[src/rtl/uart_rx_ctrl.sv]
// Sequencing controller for the oversampling UART receiver: arms the receiver,
// buffers words in a FWFT FIFO, tracks consecutive errors and idle-gap frame boundaries.
module uart_rx_ctrl #(
   parameter int WORD_SIZE    = 8,
   parameter int FIFO_DEPTH   = 8,
   parameter int IDLE_TIMEOUT = 160,
   parameter int MAX_ERRORS   = 3
) (
   input  logic                              Clk_Rx,
   input  logic                              Rst_Rx,
   input  logic                              Enable,
   input  logic                              Clear_Faults,
   output logic                              Rx_Start,
   input  logic [WORD_SIZE-1:0]              Rx_Data,
   input  logic                              Rx_Done,
   input  logic                              Rx_Busy,
   input  logic                              Rx_Error,
   output logic [WORD_SIZE-1:0]              M_Data,
   output logic                              M_Valid,
   input  logic                              M_Ready,
   output logic                              Frame_End,
   output logic [7:0]                        Frame_Len,
   output logic [$clog2(MAX_ERRORS+1)-1:0]   Err_Count,
   output logic                              Overflow,
   output logic                              Fault,
   output logic [2:0]                        Dbg_State
);

   localparam int AW = $clog2(FIFO_DEPTH);
   localparam int IW = $clog2(IDLE_TIMEOUT+1);
   localparam int EW = $clog2(MAX_ERRORS+1);
   localparam logic [AW:0]   PTR_ONE  = (AW+1)'(1);
   localparam logic [AW:0]   DEPTH_P  = (AW+1)'(FIFO_DEPTH);
   localparam logic [IW-1:0] IDLE_ONE = IW'(1);
   localparam logic [IW-1:0] IDLE_MAX = IW'(IDLE_TIMEOUT);
   localparam logic [EW-1:0] ERR_ONE  = EW'(1);
   localparam logic [EW-1:0] ERR_MAX  = EW'(MAX_ERRORS);

   typedef enum logic [2:0] {
      S_IDLE  = 3'd0,
      S_ARM   = 3'd1,
      S_RECV  = 3'd2,
      S_HOLD  = 3'd3,
      S_FAULT = 3'd4
   } state_t;

   state_t                state, state_next;
   logic                  guard;
   logic [WORD_SIZE-1:0]  mem [FIFO_DEPTH];
   logic [AW:0]           wr_ptr, rd_ptr, count, count_next;
   logic                  empty, full, pop, push, drop, full_after;
   logic [EW-1:0]         err_next;
   logic [IW-1:0]         idle_cnt;
   logic [7:0]            frame_cnt;
   logic                  close_frame;

   // Valid/ready: a word moves on every cycle where M_Valid and M_Ready are both high;
   // M_Data is the head entry and stays stable until that cycle.
   assign empty      = (wr_ptr == rd_ptr);
   assign full       = (wr_ptr[AW] != rd_ptr[AW]) && (wr_ptr[AW-1:0] == rd_ptr[AW-1:0]);
   assign count      = wr_ptr - rd_ptr;
   assign pop        = M_Valid && M_Ready;
   assign push       = Rx_Done && (!full || pop);
   assign drop       = Rx_Done && full && !pop;
   assign M_Valid    = !empty;
   assign M_Data     = mem[rd_ptr[AW-1:0]];
   assign full_after = (count_next == DEPTH_P);

   always_comb begin
      count_next = count;
      if (push && !pop)      count_next = count + PTR_ONE;
      else if (pop && !push) count_next = count - PTR_ONE;
   end

   always_comb begin
      err_next = Err_Count;
      if (Clear_Faults || Rx_Done)          err_next = '0;
      else if (Rx_Error && Err_Count != ERR_MAX) err_next = Err_Count + ERR_ONE;
   end

   always_comb begin
      state_next = state;
      case (state)
         S_IDLE:  if (Enable) state_next = full ? S_HOLD : S_ARM;
         S_ARM: begin
            if (!Enable)                state_next = S_IDLE;
            else if (Rx_Busy && !guard) state_next = S_RECV;
         end
         S_RECV: begin
            if (Rx_Done)
               state_next = full_after ? S_HOLD : (Enable ? S_ARM : S_IDLE);
            else if (Rx_Error)
               state_next = (err_next == ERR_MAX) ? S_FAULT : (Enable ? S_ARM : S_IDLE);
         end
         S_HOLD:  if (!full) state_next = Enable ? S_ARM : S_IDLE;
         S_FAULT: if (Clear_Faults) state_next = S_IDLE;
         default: state_next = S_IDLE;
      endcase
   end

   assign Rx_Start  = (state == S_ARM);
   assign Fault     = (state == S_FAULT);
   assign Dbg_State = state;

   // The guard spans the first ARM cycle after a word, masking the receiver's Busy tail.
   always_ff @(posedge Clk_Rx) begin
      if (Rst_Rx) begin
         state <= S_IDLE;
         guard <= 1'b0;
      end else begin
         state <= state_next;
         guard <= (state == S_RECV) && (state_next == S_ARM);
      end
   end

   always_ff @(posedge Clk_Rx) begin
      if (push) mem[wr_ptr[AW-1:0]] <= Rx_Data;
   end

   always_ff @(posedge Clk_Rx) begin
      if (Rst_Rx) begin
         wr_ptr    <= '0;
         rd_ptr    <= '0;
         Err_Count <= '0;
         Overflow  <= 1'b0;
      end else begin
         if (push) wr_ptr <= wr_ptr + PTR_ONE;
         if (pop)  rd_ptr <= rd_ptr + PTR_ONE;
         Err_Count <= err_next;
         if (Clear_Faults) Overflow <= 1'b0;
         else if (drop)    Overflow <= 1'b1;
      end
   end

   assign close_frame = !Rx_Done && (idle_cnt == IDLE_MAX - IDLE_ONE) && (frame_cnt != 8'd0);

   always_ff @(posedge Clk_Rx) begin
      if (Rst_Rx) begin
         idle_cnt  <= '0;
         frame_cnt <= 8'd0;
         Frame_End <= 1'b0;
         Frame_Len <= 8'd0;
      end else begin
         if (Rx_Done)                   idle_cnt <= '0;
         else if (idle_cnt != IDLE_MAX) idle_cnt <= idle_cnt + IDLE_ONE;
         Frame_End <= close_frame;
         if (close_frame) begin
            Frame_Len <= frame_cnt;
            frame_cnt <= 8'd0;
         end else if (push && frame_cnt != 8'd255) begin
            frame_cnt <= frame_cnt + 8'd1;
         end
      end
   end

endmodule

[config.mk]
export PLATFORM = sky130hd
export DESIGN_NAME = uart_rx_ctrl
export DESIGN_NICKNAME = d
export VERILOG_FILES = /design/src/rtl/uart_rx_ctrl.sv
export SDC_FILE = /design/constraint.sdc
export NUM_CORES = 1
export LEC_CHECK = 0
export ABC_AREA = 1
export BUFFER_PORTS_ARGS = -buffer_cell sky130_fd_sc_hd__buf_2
export CAP_MARGIN = 20
export CORE_MARGIN = 1
export CORE_UTILIZATION = 50
export DETAILED_ROUTE_END_ITERATION = 10
export GPL_TIMING_DRIVEN = 0
export HOLD_SLACK_MARGIN = 0.15
export PLACE_DENSITY = 0.72
export RECOVER_POWER = 25
export SETUP_SLACK_MARGIN = 0.3
export SLEW_MARGIN = 0
export SYNTH_ARGS = -nofsm -noshare
export SYNTH_HDL_FRONTEND = slang
export SYNTH_SLANG_ARGS = --single-unit
[constraint.sdc]
create_clock -name Clk_Rx -period 3.4 [get_ports Clk_Rx]
set_clock_uncertainty 0.2 [all_clocks]
set_input_delay 0.68 -clock Clk_Rx [delete_from_list [all_inputs] [get_ports Clk_Rx]]
set_output_delay 0.68 -clock Clk_Rx [all_outputs]
set_load 0.02 [all_outputs]
==> flow_metrics.tcl <==
set metrics [dict create \
    status "finished, final reports clean" \
    via_per_inst 5.063 \
    net-switching-power_mw 0.8096 \
    crit_path_cell_trace "clkbuf_1 > o21ai_0 > o22ai_1 > nor2_1 > a31oi_1 > buf_2" \
    synth_seq_cells 107 \
    fp.dieH_um 99.62 \
    peakVddDrop_v 0.0002727 \
    slowest_delay_ns 0.42 \
    finalCriticalPeriod_ns 2.901 \
    synth_top_cell_by_area "edfxtp_1" \
    dpl_cell_area_um2 5126 \
    cts_buffer_depth 2 \
    grt_start_max_net_pins 20 \
    ys_types 35 \
    finalWirelength_mm 9.474 \
    critPathRequiredTime_ns 2.52 \
    io_pins 42 \
    dr_total_vias 3524 \
    power_frac_clock_pct 27.6 \
    pwr_density_cell_nw_per_um2 501.5 \
    gp_congestion 0.7983 \
    ctsResizeCount 0 \
    finalSetupViolCount 0 \
    synth_edf_count 64 \
    hpwlAfterDp_mm 6.602 \
    synth_top_cells_by_count "96 x nor2_1, 86 x nand2_1, 64 x edfxtp_1" \
    cts_hold_buf 0 \
    drt_iter0_drc 154 \
    synth_area_leaders "edfxtp_1 40%, dfxtp_1 18%, nor2_1 7.6%, nand2_1 6.8%, o21ai_0 4.2%" \
    fin_tns_setup_ns 0 \
    port_buffers 40 \
    fin_nets 591 \
    insertion_delay_ns 0.38 \
    drtPass1Iterations 5 \
    drive_above_1_share_pct 13.93 \
    syn_avg_cell_area_um2 9.324 \
    synth_most_common_cell "nor2_1" \
    die_w_um 99.62 \
    cts_tree "yes" \
    worstSetupStartpointType "flop" \
    clock.fmax_mhz 344.8 \
    multi_input_area_um2 1737 \
    cpLargestDelayFamily "buffers and inverters" \
    syn-instance-count 511 \
    drtAntennaViolNets 0 \
    power_frac_seq_pct 53.8 \
    holdCritPathClass "reg2reg" \
    relSlewSlack_pct 39.66 \
    grt_pass1_wl_mm 15.68 \
    synth_warnings 0 \
    crit_slowest_cell "dfxtp_1" \
    synth-seq-area-share_pct 58.40 \
    syn_nets 540 \
    area_delta_synth_final_pct 11.34 \
    cts_made_buffers 9 \
    slew_viol_final 0 \
    rsz0062_at_grt "false" \
    hold_viol_final 0 \
    async_flop_share_pct 0 \
    switching_share_pct 30.43 \
    start_util_pct 51.56 \
    cap_viol_max_count 0 \
    seqCellArea_um2 2783 \
    dieArea_um2 9923 \
    h-tree-depth 3 \
    drc 0 \
    dp_cells 680 \
    gr-total-overflow 0 \
    finalCritPeriodShare_pct 85.31 \
    synth_top_area_share_pct 40.34 \
    path_class "reg2out" \
    antenna_found_initial 0 \
    final.fill_count 809 \
    root_buffer "clkbuf_8" \
    critical_path_peak_fanout 10 \
    synth_top_flop_cell "edfxtp_1" \
    cp.arrival_ns 2.02 \
    antenna_cells_inserted 0 \
    grt.total_usage_pct 20.51 \
    path_buf_inv 2 \
    core_area_um2 9240 \
    cp-end-kind "output port" \
    combPwrFrac_pct 18.6 \
    power.internal_mw 1.851 \
    grt_pass1_vias 3401 \
    worstMarginPinSlew_ns 0.9018 \
    cts.reportedPaths.clkPinSlew_ns 0.11 \
    row_count 35 \
    postCtsSetupBuffers 0 \
    synth_area_um2 4765 \
    power_leakage_nw 2.091 \
    clock_sinks 107 \
    design_area_um2 5305 \
    finalNonFillerCells 696 \
    avgRoutedWirePerCell_um 13.61 \
]
-- power groups by stage --
| stage | clock (mW) | combinational [mW] | sequential (mW) |
|---|---|---|---|
| floorplan | 0 | 0.349 | 1.46 |
| global placement | 0 | 0.476 | 1.46 |
| detailed placement | 0 | 0.492 | 1.46 |
| CTS | 0.755 | 0.494 | 1.43 |
| global route | 0.800 | 0.551 | 1.44 |
| finish | 0.734 | 0.494 | 1.43 |
-- per-stage QoR --
step | hold WS, ns | total power [mW] | setup WS (ns) | util [%]
final | 0.2480 | 2.660 | 0.4994 | 57.41
after global routing | 0.2807 | 2.789 | 0.3366 | 57.41
after CTS | 0.2517 | 2.681 | 0.3266 | 57.47
after detailed placement | 0.2289 | 1.955 | 0.6072 | 55.48
after global placement | 0.2283 | 1.937 | 0.6790 | 55.48
after floorplan | 0.2393 | 1.805 | 1.076 | -
-- worst min-delay path: stages, from the launching register on --
cell and delay [ns]:
dfxtp_1 0.32, nand2_1 0.06, nand2_1 0.04
-- registers in the layout, indices dropped and copies added, names as in the netlist, named ones only --
register,count
Frame_Len,8
wr_ptr,4
idle_cnt,8
Dbg_State,3
guard,1
rd_ptr,4
Overflow,1
Frame_End,1
mem,64
Err_Count,2
frame_cnt,8
-- final timing paths --
path	start	end	slack, ns	cells past startpoint
worst max-delay path	flop	M_Data[1]	0.50	6
worst min-delay path	Frame_Len[3]	Frame_Len[3]	0.25	2
worst max register to register	wr_ptr[0]	mem[4][4]	0.65	11
worst min register to register	Frame_Len[3]	Frame_Len[3]	0.25	2
-- layer usage --
metal | part of all wire, % | vias up | GRT usage [%]
met2 | 50 | 80 | 36.00
met5 | 0 | - | 0
li1 | - | 1820 | -
met1 | 44 | 1612 | 25.28
met3 | 4.9 | 12 | 4.006
met4 | 1.3 | 0 | 7.127
-- cell type report --
| type | instances | share of cell area [%] |
|---|---|---|
| repair buffers | 40 | 3.608 |
| plain buffers | 10 | 0.7783 |
| multi-input cells | 340 | 32.74 |
| well taps | 129 | 3.042 |
| clock buffers | 10 | 2.406 |
| flip-flops and latches | 107 | 52.45 |
| clock inverters | 6 | 1.061 |
| inverters | 54 | 3.915 |
-- layout by cell type (no fill, tap or decap), types with 3 or more instances in the layout --
cell      synthesis  layout
o21ai_0          40      40
nand2_1          86      86
xor2_1            5       5
nand3_1          18      18
dfxtp_1          43      43
o21ai_1           4       4
nor2_1           96      96
a31oi_1           8       8
o22ai_1           8       8
ha_1             12      12
inv_1            45      45
clkbuf_1         10      15
nand2_4           6       6
a21oi_1          22      22
clkbuf_8          0       9
buf_2             0      33
nor3_1            9       9
nand4_1           5       5
clkbuf_2          0       3
edfxtp_1         64      64
inv_2             7       7
nor2_2            3       3
-- logic make-up after synthesis --
group	share of synthesized area (%)
flip-flops	58.40
AND/OR/NAND/NOR	22.06
XOR/XNOR	1.287
AO/OA/AOI/OAI	9.533
buffers and inverters	5.147
adder cells (fa/ha/maj)	3.571
No activity file was read; power rests on OpenSTA's default activity.
